[config.mk]
export PLATFORM = sky130hd
export DESIGN_NAME = timeout_arbiter
export DESIGN_NICKNAME = d
export VERILOG_FILES = /design/src/rtl/timeout_arbiter.sv
export SDC_FILE = /design/constraint.sdc
export NUM_CORES = 1
export LEC_CHECK = 0
export ABC_CLOCK_PERIOD_IN_PS = 2000
export CAP_MARGIN = 0
export CORE_UTILIZATION = 49
export CTS_CLUSTER_SIZE = 10
export DETAILED_ROUTE_END_ITERATION = 10
export PLACE_DENSITY = 0.83
export SYNTH_ARGS = -nofsm -noshare
export SYNTH_HDL_FRONTEND = slang
export SYNTH_SLANG_ARGS = --single-unit
[constraint.sdc]
create_clock -name clk -period 2 [get_ports clk]
set_input_delay 0.4 -clock clk [delete_from_list [all_inputs] [get_ports clk]]
set_output_delay 0.4 -clock clk [all_outputs]
set_load 0.05 [all_outputs]
[src/rtl/timeout_arbiter.sv]
// timeout_arbiter: a single timeout counter that NREQ requesters share.
// Ownership is granted round-robin. The owner's terminal count is captured
// at grant time. The counter advances on each qualified tick. When the
// counter reaches the terminal count, the owner gets a one-cycle expired
// pulse. The owner can give up the counter at any time by asserting cancel
// or by dropping req.
module timeout_arbiter #(
  parameter int NREQ    = 2,
  parameter int bitSize = 16
) (
  input  logic                    clk,
  input  logic                    reset,
  input  logic [NREQ-1:0]         req,
  input  logic [NREQ*bitSize-1:0] limit_in,
  input  logic [NREQ-1:0]         cancel,
  input  logic                    tick,
  output logic [NREQ-1:0]         grant,
  output logic [NREQ-1:0]         expired,
  output logic                    busy,
  output logic [bitSize-1:0]      count
);

  localparam int IDX_W = (NREQ > 1) ? $clog2(NREQ) : 1;
  localparam logic [NREQ-1:0] ONE_HOT0 = {{(NREQ-1){1'b0}}, 1'b1};
  localparam logic [IDX_W-1:0] LAST_IDX = IDX_W'(NREQ - 1);

  typedef enum logic [1:0] {IDLE, RUN, DONE} state_t;

  // The declaration initialisers are the power-up state. They match the
  // values that reset forces.
  state_t             state      = IDLE;
  logic [IDX_W-1:0]   owner      = '0;
  logic [IDX_W-1:0]   last_owner = LAST_IDX;
  logic [bitSize-1:0] limit_q    = '0;
  logic [bitSize-1:0] count_q    = '0;
  logic [NREQ-1:0]    grant_q    = '0;
  logic [NREQ-1:0]    expired_q  = '0;

  logic [bitSize-1:0] limit_arr [NREQ];
  logic               sel_valid;
  logic [IDX_W-1:0]   sel_idx;
  logic [IDX_W-1:0]   cand;

  // Split the flat limit bus into one slice per requester.
  for (genvar i = 0; i < NREQ; i++) begin : g_limit
    assign limit_arr[i] = limit_in[i*bitSize +: bitSize];
  end

  // Round-robin pick. The search starts at the requester after last_owner.
  // It scans downwards so that the nearest requester wins.
  always_comb begin
    // NOTE: each variable gets a default before the loop. Otherwise a path
    // that leaves it unassigned would infer a latch.
    sel_valid = 1'b0;
    sel_idx   = '0;
    cand      = '0;
    for (int k = NREQ; k >= 1; k--) begin
      cand = IDX_W'((int'(last_owner) + k) % NREQ);
      if (req[cand]) begin
        sel_valid = 1'b1;
        sel_idx   = cand;
      end
    end
  end

  // Main FSM. The counter and all outputs are registered in this block.
  always_ff @(posedge clk) begin
    // NOTE: state is updated with non-blocking assignments. Every branch then
    // reads the values from before the edge, which keeps simulation order
    // independent.
    if (reset) begin
      state      <= IDLE;
      owner      <= '0;
      last_owner <= LAST_IDX;
      limit_q    <= '0;
      count_q    <= '0;
      grant_q    <= '0;
      expired_q  <= '0;
    end else begin
      case (state)
        IDLE: begin
          expired_q <= '0;
          if (sel_valid) begin
            owner      <= sel_idx;
            last_owner <= sel_idx;
            limit_q    <= limit_arr[sel_idx];
            count_q    <= '0;
            grant_q    <= ONE_HOT0 << sel_idx;
            state      <= RUN;
          end
        end
        RUN: begin
          // An abort outranks a terminal-count tick in the same cycle.
          if (cancel[owner] || !req[owner]) begin
            grant_q <= '0;
            state   <= IDLE;
          end else if (tick) begin
            if (count_q == limit_q) begin
              grant_q   <= '0;
              expired_q <= ONE_HOT0 << owner;
              state     <= DONE;
            end else begin
              count_q <= count_q + bitSize'(1);
            end
          end
        end
        DONE: begin
          expired_q <= '0;
          state     <= IDLE;
        end
        default: state <= IDLE;
      endcase
    end
  end

  assign grant   = grant_q;
  assign expired = expired_q;
  assign busy    = (state != IDLE);
  assign count   = count_q;

endmodule

==> results of run 1 <==
==> cell type report <==
class / instances / area (µm²) / area share
Sequential cell: 40 / 802 / 0.249
Multi-Input combinational cell: 194 / 1420 / 0.442
Clock inverter: 2 / 35.0 / 0.0109
Inverter: 7 / 26.3 / 0.00816
Clock buffer: 6 / 72.6 / 0.0225
Tap cell: 52 / 65.1 / 0.0202
Timing Repair Buffer: 85 / 798 / 0.248
==> cell families (layout without fill, tap and decap cells) <==
| family | after synthesis | in the layout | share of synthesized area |
|---|---|---|---|
| xor gates and xnor gates | 16 | 16 | 0.0590 |
| buffers and inverters | 25 | 100 | 0.0653 |
| muxes | 29 | 29 | 0.122 |
| adders and majority gates | 1 | 1 | 0.00527 |
| DFF | 40 | 40 | 0.337 |
| and+or+nand+nor | 89 | 89 | 0.205 |
| AOI/OAI and AO/OA | 59 | 59 | 0.206 |
==> metrics by stage <==
step / setup TNS [ns] / cells
finish: 0 / 386
global route: 0 / 386
CTS: 0 / 386
detailed placement: -1.01 / 378
global placement: -0.632 / 378
floorplan: 0 / 259
==> metal layers <==
metal  vias up  global-route usage  wire (µm)
met1      1026               0.333       2680
met3        10              0.0520        372
met5         -                   0          0
met4         0              0.0741         91
met2        81               0.384       2740
li1       1110                   -          -
==> worst max-delay path by stage <==
stage           endpoint  slack (ns)
6_report       count[11]        0.02
5_1_grt        count[11]       0.001
4_1_cts        count[11]        0.04
3_5_place_dp   count[14]       -0.18
3_3_place_gp   count[14]       -0.13
2_1_floorplan  count[10]       0.006
==> flip-flops by register name (all words and copies together) (netlist names) <==
name        count
grant           2
limit_q        16
expired         2
count          16
owner           1
last_owner      1
state           2
==> worst reg2reg max path: cells and delay by family, from the launching register on <==
family	cells	cell delay, ns
buffers and inverters	1	0.17
AOI/OAI and AO/OA	1	0.41
xor gates and xnor gates	1	0.28
DFF	1	0.47
and+or+nand+nor	2	0.34
muxes	1	0.22
==> cell usage in the layout, fill, tap and decap left out, drive strengths merged, types with 6 or more instances in the layout <==
master         count
clkdlybuf4s50     44
buf               41
dfxtp             40
mux2i             29
nor2              25
a211oi            22
nand2             20
xor2              16
or3               13
a21oi              9
inv                7
nand3              6
clkbuf             6
==> synth_stat cells, drive strengths merged <==
cell | n | share of area
a2111o | 1 | 0.0047
a2111oi | 4 | 0.025
a211oi | 22 | 0.072
a21boi | 1 | 0.0032
a21oi | 9 | 0.028
a221o | 1 | 0.0042
a22oi | 3 | 0.0095
and2 | 1 | 0.0032
and3 | 2 | 0.0053
and4 | 3 | 0.012
buf | 13 | 0.042
clkbuf | 5 | 0.012
dfxtp | 40 | 0.34
ha | 1 | 0.0053
inv | 7 | 0.011
mux2i | 29 | 0.12
nand2 | 20 | 0.032
nand2b | 4 | 0.011
nand3 | 6 | 0.013
nand4 | 3 | 0.0079
nand4b | 4 | 0.015
nand4bb | 1 | 0.0047
nor2 | 25 | 0.042
nor2b | 1 | 0.0026
nor4 | 5 | 0.021
o2111ai | 1 | 0.0037
o211ai | 3 | 0.0095
o21a | 2 | 0.0063
o21ai | 5 | 0.015
o221ai | 1 | 0.0037
o22ai | 2 | 0.0053
o2bb2ai | 2 | 0.0074
o32a | 1 | 0.0042
o32ai | 1 | 0.0037
or2b | 1 | 0.0032
or3 | 13 | 0.034
xor2 | 16 | 0.059
==> power by group through the flow <==
stage	Combinational, µW	Sequential, µW	Clock (µW)
after floorplan	261	910	0
after global placement	443	896	0
after detailed placement	453	898	0
after CTS	458	879	659
after global routing	499	885	688
final	458	879	659
==> results by group, run 1 <==
Power
  – Internal power: 1440 µW
  – Maximum vdd ir drop: 370 µV
  – Switch share: 0.279
  – Flop pwr share: 0.440
  – Power share of the clock group: 0.330
  – Leak: 0.00126 µW
  – Combinational group share of total power: 0.229
  – Sw power: 557 µW
  – Power Dens Cells: 619 nW/µm²
  – Total Power: 2000 µW

Synth
  – Mapped Cells: 259
  – Synthesized area: 2370 µm²
  – Sequential area share after synthesis: 0.337
  – #FFs+latches synth: 40
  – Mapped Nets: 299
  – Yosys cell types: 49
  – Yosys warns: 0
  – Avg Cell Area, Syn: 9.17 µm²

CTS
  – CTS H-tree depth: 2
  – Hold buffers post-CTS: 0
  – Post-CTS resize count: 0
  – Cts bufs inserted: 5
  – CTS sink cnt: 40
  – CTS root buf: clkbuf_8
  – CTS Buffer Depth: 2
  – Worst-path clk slew: 0.08 ns
  – Setup Buffers After CTS: 0
  – CTS tree: done
  – Clk Latency, worst-skew pair: 0.29 ns

Detailed routing
  – Initial drt markers: 184
  – Vias/cell: 5.77
  – Routed wire per std cell: 15.2 µm
  – Routed WL: 5880 µm
  – Pre-Repair DR Iteration Count: 4
  – Via count: 2227
  – Antenna Nets Post-Route: 0
  – DR DRC count: 0

Timing
  – Finish-stage setup viols: 0
  – Hold Vio Cnt, Final: 0
  – Final period utilization: 0.989
  – RSZ-0062 raised after global routing: no
  – Final Slew Violations: 0
  – Hold_ws: 0.474 ns
  – Worst slew margin: 0.665
  – Layout Skew: 0.00982 ns
  – Max Freq: 506 MHz
  – Final min period: 1.98 ns
  – Worst setup margin: 0.0222 ns
  – Worst slew pin tran: 0.501 ns

Die
  – Initial core utilization: 0.527
  – FP Rows: 24
  – I/O pin cnt: 60
  – Core area: 4500 µm²
  – Die width: 71.6 µm
  – DIE AREA: 5130 µm²
  – Die Height: 71.6 µm

Placement
  – GPL Wtd Cong: 0.822
  – Input/output buffers: 59
  – Cell area after placement: 3110 µm²
  – DP Worst Slack: -0.183 ns
  – Post-DP HPWL: 4360 µm

Global route
  – Gr usage total: 0.243
  – Antenna violations before repair: 0
  – Pin count of the biggest net entering global routing: 42
  – Global-route wire length before repair: 9640 µm
  – Grt total ovfl: 0
  – Vias in the first global route: 2013

Setup path
  – Critical path data required time: 1.60 ns
  – Crit path max fanout: 4
  – Crit path DAT: 1.58 ns
  – R2R setup slack: 0.06 ns
  – CP top delay family: buffers and inverters
  – Worst R2R Path Depth: 6
  – Slowest-stage cell, CP: clkdlybuf4s50_1
  – Sequence of cells on the critical path: clkdlybuf4s50_1
  – Critical Path Source: count[11]
  – Kind of critical path: reg2out
  – Startpoint type of the worst setup path: flip-flop
  – Worst r2r src: count[3]
  – Crit end category: output port
  – Largest stage delay on the critical path: 0.85 ns
  – R2r endpoint: count[14]
  – Instance count on the critical path: 1
  – CP bufs+invs: 1

Cells and area
  – Fin util: 0.715
  – Filler cells: 357
  – Synth-to-layout area growth: 35.7%
  – Post-route cell area: 3220 µm²
  – Nets: 373
  – N_diodes: 0
  – Ratio of cells with drive above 1 in the final layout: 0.207

Status
  – Status: finished, final reports clean

Worst hold path
  – Hold crit path type: reg2reg
  – Worst Hold Path EP: expired[0]
  – Hold path depth: 2
  – HP Start: expired[0]

Flow run
  – Number of max-cap violations: 0
(Power assumes the default switching activity.)
==> run 2, diff against run 1 <==
--- a/config.mk
+++ b/config.mk
@@ -6,7 +6,6 @@
 export NUM_CORES = 1
 export LEC_CHECK = 0
 export ABC_CLOCK_PERIOD_IN_PS = 2000
-export CAP_MARGIN = 0
 export CORE_UTILIZATION = 49
 export CTS_CLUSTER_SIZE = 10
 export DETAILED_ROUTE_END_ITERATION = 10
==> results of run 2 <==
The final DEF is identical to that of run 1; final timing and power are the same.
==> run 3, diff against run 2 <==
--- a/config.mk
+++ b/config.mk
@@ -5,7 +5,6 @@
 export SDC_FILE = /design/constraint.sdc
 export NUM_CORES = 1
 export LEC_CHECK = 0
-export ABC_CLOCK_PERIOD_IN_PS = 2000
 export CORE_UTILIZATION = 49
 export CTS_CLUSTER_SIZE = 10
 export DETAILED_ROUTE_END_ITERATION = 10
==> results of run 3 <==
The final DEF is identical to that of run 1; final timing and power are the same.
